## src/rtl/riscv_booth4_multiplier.sv

```systemverilog
// Purpose : sequential radix-4 (modified Booth) multiplier for RV32M/RV64M MUL, MULH, MULHSU, MULHU, MULW.
// Latency : accept edge t -> valid in cycle t+N+1 (N = XLEN/2+1, 17 for MULW); zero operand -> t+1.
// Backpressure: none; start is sampled only in IDLE and dropped otherwise, busy stalls the pipe, kill aborts.
//
// Ports:
//   i_riscv_mul_clk / i_riscv_mul_rst   clock (rising edge) / asynchronous active-high reset
//   i_riscv_mul_start, i_riscv_mul_kill request / pipeline flush (kill wins over start)
//   i_riscv_mul_op                      000 MUL, 001 MULH, 010 MULHSU, 011 MULHU, 100 MULW (RV64 only)
//   i_riscv_mul_rs1data / rs2data       multiplicand / multiplier
//   o_riscv_mul_product                 result, held until the next accepted operation completes
//   o_riscv_mul_valid / o_riscv_mul_busy one-cycle result strobe / operation in flight
module riscv_booth4_multiplier #(
    parameter int XLEN = 64
) (
    input  logic            i_riscv_mul_clk,
    input  logic            i_riscv_mul_rst,
    input  logic            i_riscv_mul_start,
    input  logic            i_riscv_mul_kill,
    input  logic [2:0]      i_riscv_mul_op,
    input  logic [XLEN-1:0] i_riscv_mul_rs1data,
    input  logic [XLEN-1:0] i_riscv_mul_rs2data,
    output logic [XLEN-1:0] o_riscv_mul_product,
    output logic            o_riscv_mul_valid,
    output logic            o_riscv_mul_busy
);

    localparam int W    = XLEN + 2;        // two guard bits let MULHU/MULHSU operands stay positive
    localparam int N    = W / 2;
    localparam int NW   = 17;              // MULW works on a 34-bit extension
    localparam int AW   = 2 * W + 1;
    localparam int CW   = $clog2(N);
    localparam int WLSB = W - 2 * NW;      // product LSB position after only NW steps

    localparam logic [CW-1:0] LAST_FULL = CW'(N - 1);
    localparam logic [CW-1:0] LAST_W    = CW'(NW - 1);

    localparam logic [2:0] OP_MUL    = 3'b000;
    localparam logic [2:0] OP_MULHSU = 3'b010;
    localparam logic [2:0] OP_MULHU  = 3'b011;
    localparam logic [2:0] OP_MULW   = 3'b100;

    typedef enum logic [1:0] {S_IDLE, S_CALC, S_DONE} state_t;

    state_t          r_state, w_state_nxt;
    logic [CW-1:0]   r_count;
    logic [AW-1:0]   r_acc;
    logic            r_yprev;
    logic [W-1:0]    r_x;
    logic [2:0]      r_op;
    logic [XLEN-1:0] r_product;

    logic [2:0]      w_op;
    logic [W-1:0]    w_x_ext, w_y_ext;
    logic            w_zero, w_accept, w_last;
    logic [W:0]      w_x1, w_x2, w_addend, w_sum;
    logic [AW-1:0]   w_acc_nxt;
    logic [2:0]      w_digit;
    logic [31:0]     w_w32;
    logic [XLEN-1:0] w_result;
    logic            w_unused_acc;

    // Reserved encodings, and MULW on RV32, behave as plain MUL.
    always_comb begin
        w_op = i_riscv_mul_op;
        if (i_riscv_mul_op > OP_MULW || (i_riscv_mul_op == OP_MULW && XLEN != 64))
            w_op = OP_MUL;
    end

    always_comb begin
        w_x_ext = {{2{i_riscv_mul_rs1data[XLEN-1]}}, i_riscv_mul_rs1data};
        w_y_ext = {{2{i_riscv_mul_rs2data[XLEN-1]}}, i_riscv_mul_rs2data};
        case (w_op)
            OP_MULHSU: w_y_ext = {2'b00, i_riscv_mul_rs2data};
            OP_MULHU: begin
                w_x_ext = {2'b00, i_riscv_mul_rs1data};
                w_y_ext = {2'b00, i_riscv_mul_rs2data};
            end
            OP_MULW: begin
                w_x_ext = W'($signed(i_riscv_mul_rs1data[31:0]));
                w_y_ext = W'($signed(i_riscv_mul_rs2data[31:0]));
            end
            default: ;
        endcase
    end

    assign w_zero   = (w_x_ext == '0) || (w_y_ext == '0);
    assign w_accept = (r_state == S_IDLE) && i_riscv_mul_start && !i_riscv_mul_kill;
    assign w_last   = (r_count == ((r_op == OP_MULW) ? LAST_W : LAST_FULL));

    // Booth digit from the two lowest unconsumed multiplier bits plus the last bit shifted out.
    assign w_digit = {r_acc[1], r_acc[0], r_yprev};
    assign w_x1    = {r_x[W-1], r_x};
    assign w_x2    = {r_x, 1'b0};

    always_comb begin
        case (w_digit)
            3'b001, 3'b010: w_addend = w_x1;
            3'b011:         w_addend = w_x2;
            3'b100:         w_addend = -w_x2;
            3'b101, 3'b110: w_addend = -w_x1;
            default:        w_addend = '0;
        endcase
    end

    assign w_sum     = r_acc[AW-1:W] + w_addend;
    assign w_acc_nxt = {{2{w_sum[W]}}, w_sum, r_acc[W-1:2]};

    // Result is taken from the post-step accumulator so product and valid appear together.
    assign w_w32 = w_acc_nxt[WLSB+31:WLSB];
    always_comb begin
        case (r_op)
            OP_MUL:  w_result = w_acc_nxt[XLEN-1:0];
            OP_MULW: w_result = XLEN'($signed(w_w32));
            default: w_result = w_acc_nxt[2*XLEN-1:XLEN];
        endcase
    end

    assign w_unused_acc = ^w_acc_nxt[AW-1:2*XLEN];

    always_comb begin
        w_state_nxt = r_state;
        case (r_state)
            S_IDLE:  if (w_accept) w_state_nxt = w_zero ? S_DONE : S_CALC;
            S_CALC:  if (w_last) w_state_nxt = S_DONE;
            S_DONE:  w_state_nxt = S_IDLE;
            default: w_state_nxt = S_IDLE;
        endcase
        if (i_riscv_mul_kill) w_state_nxt = S_IDLE;
    end

    always_ff @(posedge i_riscv_mul_clk or posedge i_riscv_mul_rst) begin
        if (i_riscv_mul_rst) r_state <= S_IDLE;
        else                 r_state <= w_state_nxt;
    end

    always_ff @(posedge i_riscv_mul_clk or posedge i_riscv_mul_rst) begin
        if (i_riscv_mul_rst) begin
            r_count   <= '0;
            r_acc     <= '0;
            r_yprev   <= 1'b0;
            r_x       <= '0;
            r_op      <= OP_MUL;
            r_product <= '0;
        end else if (r_state == S_CALC && !i_riscv_mul_kill) begin
            r_acc   <= w_acc_nxt;
            r_yprev <= r_acc[1];
            if (w_last) r_product <= w_result;
            else        r_count   <= r_count + 1'b1;
        end else if (w_accept) begin
            r_x     <= w_x_ext;
            r_op    <= w_op;
            r_acc   <= {{(W+1){1'b0}}, w_y_ext};
            r_yprev <= 1'b0;
            r_count <= '0;
            if (w_zero) r_product <= '0;
        end
    end

    assign o_riscv_mul_product = r_product;
    assign o_riscv_mul_valid   = (r_state == S_DONE);
    assign o_riscv_mul_busy    = (r_state != S_IDLE);

endmodule

```

## config.mk

```make
export PLATFORM = sky130hd
export DESIGN_NAME = riscv_booth4_multiplier
export DESIGN_NICKNAME = d
export VERILOG_FILES = /design/src/rtl/riscv_booth4_multiplier.sv
export SDC_FILE = /design/constraint.sdc
export NUM_CORES = 1
export LEC_CHECK = 0
export BUFFER_PORTS_ARGS = -buffer_cell sky130_fd_sc_hd__buf_2
export CAP_MARGIN = 20
export CORE_UTILIZATION = 55
export DETAILED_ROUTE_END_ITERATION = 16
export GPL_ROUTABILITY_DRIVEN = 0
export PLACE_DENSITY = 0.84
export SLEW_MARGIN = 25
export SYNTH_ARGS = -nofsm -noshare
export SYNTH_HDL_FRONTEND = slang
export SYNTH_SLANG_ARGS = --single-unit
```

## constraint.sdc

```tcl
create_clock -name i_riscv_mul_clk -period 7.25 [get_ports i_riscv_mul_clk]
set_input_delay 0.3625 -clock i_riscv_mul_clk [delete_from_list [all_inputs] [get_ports i_riscv_mul_clk]]
set_output_delay 0.3625 -clock i_riscv_mul_clk [all_outputs]
set_load 0.03 [all_outputs]
```

==> results <==
- For this block, the routed nets add up to 63900 um of wire.
- The synthesized design contains 0 enable-type register cells.
- The fraction of synthesized cell area taken by the top area cell type is 0.357.
- The top fanout value on the critical path is 8.
- The class of the tightest hold or removal check is primary input to asynchronous set/reset pin.
- On the final layout, the worst clock skew is 44.6 ps.
- The minimum clock period is 6780 ps.
- The clock passes through at most 3 buffers.
- Relative to the synthesized area, the layout overhead comes to 12.2%.
- For this run, the total global-route usage over all layers was measured as 0.351.
- At the worst endpoint, the required time is 7740 ps.
- The count of buffers from port buffering is 200.
- Power spread over the standard cell area amounts to 439 nW/um^2.
- The die covers 35400 sq um.
- The post-route worst hold slack is -22.6 ps.
- Summed over all layers, the global routing overflow is 0.
- The predominant post-synthesis flop cell is sky130_fd_sc_hd__dfrtp_1.
- The placeable core region is 33800 sq um.
- The die is 188 um wide.
- The layout net count is 2693.
- The number of endpoints with negative hold slack in the final report came to 26.
- The max capacitance violation total is 0.
- The via count of the first global-routing pass was 18600.
- Across all layers, the routed design uses 19800 vias.
- The iteration count of the initial detailed-routing pass is 9.
- The distinct cell type count of the synthesized netlist is 72.
- The number of max-slew violations in the final report is 0.
- The share of cells above drive strength 1 is 0.127.
- Once detailed placement completed, the half-perimeter wirelength came to 45200 um.
- For flop-to-flop paths, the worst setup slack is 470 ps.
- The proportion of synthesized flip-flops having asynchronous set or reset is 1.00.
- By area the synthesized netlist is led by sky130_fd_sc_hd__dfrtp_1, sky130_fd_sc_hd__nand2_1, sky130_fd_sc_hd__o21ai_0, sky130_fd_sc_hd__a21oi_1, sky130_fd_sc_hd__ha_1.
- By startpoint and endpoint, the worst setup path is classified as flip-flop to flip-flop.
- The remaining antenna violation count after routing is 0.
- The relative slew slack is 0.332.
- Counting instances in the post-synthesis netlist gives the leading cell types as sky130_fd_sc_hd__nand2_1, sky130_fd_sc_hd__dfrtp_1, sky130_fd_sc_hd__o21ai_0.
- The utilization of the core after routing is 0.633.
- The number of setup violations in the final report is 0.
- Setup repair after global routing left no endpoint under its margin.
- The final reports fail on hold timing.
- The average cell area after synthesis is 7.95 sq um.
- The arrival time reported for the critical path endpoint is 7270 ps.
- CTS saw 272 sinks.
- The DRC marker count from the first detailed-route iteration is 3167.
- The number of storage elements in the synthesis netlist is 272.
- The CTS tree is yes.
- IR analysis of the VDD net gives a maximum drop of 0.288 mV.
- The worst setup path is captured at a flip-flop.
- The number of antenna violations at the first check in global routing is 2.
- In the post-synthesis netlist, the cell with the most instances is sky130_fd_sc_hd__nand2_1.
- Summing every instance area after synthesis gives 19100 sq um.
- The summed negative setup slack over all endpoints is 0 ps.
- The largest total area in the synthesized netlist belongs to sky130_fd_sc_hd__dfrtp_1.
- The CTS root buffer is sky130_fd_sc_hd__clkbuf_16.
- Summed over all cells, the static leakage comes to 9.81 nW.
- The DRC violations left is 0.
- Entering global routing, the biggest net connects 158 pins.
- The worst setup path is launched from a flip-flop.
- The synthesized instance count is 2396.
- Dividing the detail-routed wire length by the instance count gives 21.6 um.
- The number of nets handed over by synthesis was 2601.
- After floorplanning, the core was divided into 67 placement rows.
- At the later pin of the worst-skew pair, clock insertion delay measures 600 ps.
- The Yosys step of the flow raised 0 warnings.
- The number of fillers in the final layout is 2821.
- For this design the top-level I/O count stands at 201.
- Clock tree synthesis inserted a total of 30 buffers.
- The wire length of the first global-routing pass is 99000 um.
- The final clock period utilization by the worst path is 0.935.
- The buffer count from post-CTS setup fixing is 0.
- The initial utilization of the core area, before any placement, comes to 0.564.
- The design draws 9.39 mW.
- The height of the die is 188 um.
- Static timing analysis puts the maximum clock frequency at 148 MHz.
- The slew of the pin with the lowest slew margin is 1000 ps.
- After clock tree synthesis, the clock-pin slew on the worst setup and hold paths is 60 ps.
- In the routed layout, each cell is associated on average with a via count of 6.69.
- In this run the number of H-tree levels came out at 1.
- The flow ran to the end, but the final reports show violations.
- The share of synthesized area occupied by flip-flops and latches is 0.357.
## repair_timing
| action | 4_1_cts | 5_1_grt |
|---|---|---|
| hold buffers | 14 | 0 |
| hold endpoints to repair | 14 | 0 |
| gates resized for setup | 0 | 0 |
## flip-flops by register name, indices dropped and copies added (netlist names)
| name | cells |
|---|---|
| r_yprev | 1 |
| r_acc | 131 |
| r_op | 3 |
| r_x | 65 |
| r_state | 2 |
| o_riscv_mul_product | 64 |
| r_count | 6 |
## path summary, 6_finish.rpt
path                                         startpoint  cells after the start                      end
worst max-delay path                             r_x[5]                     21  o_riscv_mul_product[61]
worst min-delay path                    i_riscv_mul_rst                      3  o_riscv_mul_product[25]
worst max register to register                   r_x[5]                     21  o_riscv_mul_product[61]
worst min register to register  o_riscv_mul_product[17]                      2  o_riscv_mul_product[17]
max in group asynchronous               i_riscv_mul_rst                      4                  r_x[61]
min in group i_riscv_mul_clk    i_riscv_mul_rs2data[13]                      3                r_acc[13]
## final cells by class
type / count / area [sq um] / share of cell area
multi-input cells: 1909 / 11500 / 0.537
flip-flops and latches: 272 / 6810 / 0.319
repair buffers: 243 / 1380 / 0.0643
clock buffers: 36 / 803 / 0.0376
well taps: 448 / 561 / 0.0262
clock inverters: 19 / 228 / 0.0107
inverters: 32 / 124 / 0.00580
diodes: 1 / 2.50 / 0.000117
## metal layers
| layer | routed length (um) | GRT usage | vias up |
|---|---|---|---|
| met4 | 4800 | 0.223 | 2 |
| met3 | 6940 | 0.0681 | 340 |
| met5 | 12 | 0 | - |
| li1 | - | - | 8859 |
| met2 | 28800 | 0.554 | 1344 |
| met1 | 23400 | 0.443 | 9264 |
## per-stage QoR
stage                     worst slack [ps]  area, sq um  hold slack (ps)  instances
after global placement                 824        20200              456       2889
final                                  474        21400            -22.6       2960
after CTS                              632        21400            0.568       2959
after global routing                  94.0        21400             16.8       2959
after detailed placement               604        20200              459       2890
after floorplan                       1320        19100              454       2396
## layout by cell type, fill, tap and decap left out, types with 14 or more instances in the layout
| cell type | Yosys | final |
|---|---|---|
| sky130_fd_sc_hd__mux2i_1 | 35 | 35 |
| sky130_fd_sc_hd__buf_2 | 3 | 200 |
| sky130_fd_sc_hd__nand3_1 | 33 | 33 |
| sky130_fd_sc_hd__dlygate4sd3_1 | 0 | 14 |
| sky130_fd_sc_hd__ha_1 | 69 | 69 |
| sky130_fd_sc_hd__inv_1 | 30 | 29 |
| sky130_fd_sc_hd__buf_4 | 1 | 27 |
| sky130_fd_sc_hd__a21o_1 | 35 | 35 |
| sky130_fd_sc_hd__o21ai_0 | 254 | 254 |
| sky130_fd_sc_hd__a22o_1 | 50 | 50 |
| sky130_fd_sc_hd__a221oi_1 | 17 | 17 |
| sky130_fd_sc_hd__nand4_1 | 28 | 28 |
| sky130_fd_sc_hd__xor2_1 | 68 | 68 |
| sky130_fd_sc_hd__nor4_1 | 42 | 42 |
| sky130_fd_sc_hd__nor2_1 | 156 | 152 |
| sky130_fd_sc_hd__nand2_1 | 427 | 425 |
| sky130_fd_sc_hd__o31ai_1 | 33 | 33 |
| sky130_fd_sc_hd__clkbuf_16 | 0 | 30 |
| sky130_fd_sc_hd__or3_1 | 34 | 34 |
| sky130_fd_sc_hd__nor3_1 | 41 | 39 |
| sky130_fd_sc_hd__a22oi_1 | 107 | 107 |
| sky130_fd_sc_hd__a21oi_1 | 211 | 211 |
| sky130_fd_sc_hd__dfrtp_1 | 272 | 270 |
| sky130_fd_sc_hd__xnor2_1 | 68 | 67 |
## cell families after synthesis
family | after synthesis | synth area share
mux | 35 | 0.0184
buf+inv | 215 | 0.0431
fa+ha+maj | 70 | 0.0464
simple gates | 854 | 0.205
flops | 272 | 0.357
xor+xnor | 137 | 0.0634
compound gates | 813 | 0.267
## power by group
part | internal [mW] | switching (mW)
combinational | 1.78 | 3.38
clock | 0.908 | 0.690
sequential | 2.00 | 0.630
## worst max-delay path, stage by stage (launching register included)
cell and delay, ps:
sky130_fd_sc_hd__dfrtp_1 450, sky130_fd_sc_hd__or4_1 550, sky130_fd_sc_hd__or4_1 580, sky130_fd_sc_hd__nor4_4 430, sky130_fd_sc_hd__nand3_2 180, sky130_fd_sc_hd__or3_4 400, sky130_fd_sc_hd__or4b_4 540, sky130_fd_sc_hd__or3_4 360
sky130_fd_sc_hd__nand2_2 100, sky130_fd_sc_hd__xor2_2 160, sky130_fd_sc_hd__o221ai_2 110, sky130_fd_sc_hd__ha_1 400, sky130_fd_sc_hd__o21ai_0 310, sky130_fd_sc_hd__o211ai_1 120, sky130_fd_sc_hd__a21oi_1 180, sky130_fd_sc_hd__nor2_1 70
sky130_fd_sc_hd__a2111o_1 390, sky130_fd_sc_hd__nor3_1 420, sky130_fd_sc_hd__and3_1 330, sky130_fd_sc_hd__o21ai_0 190, sky130_fd_sc_hd__and3_1 210, sky130_fd_sc_hd__o41ai_1 240
No activity file was read; power rests on OpenSTA's default activity.
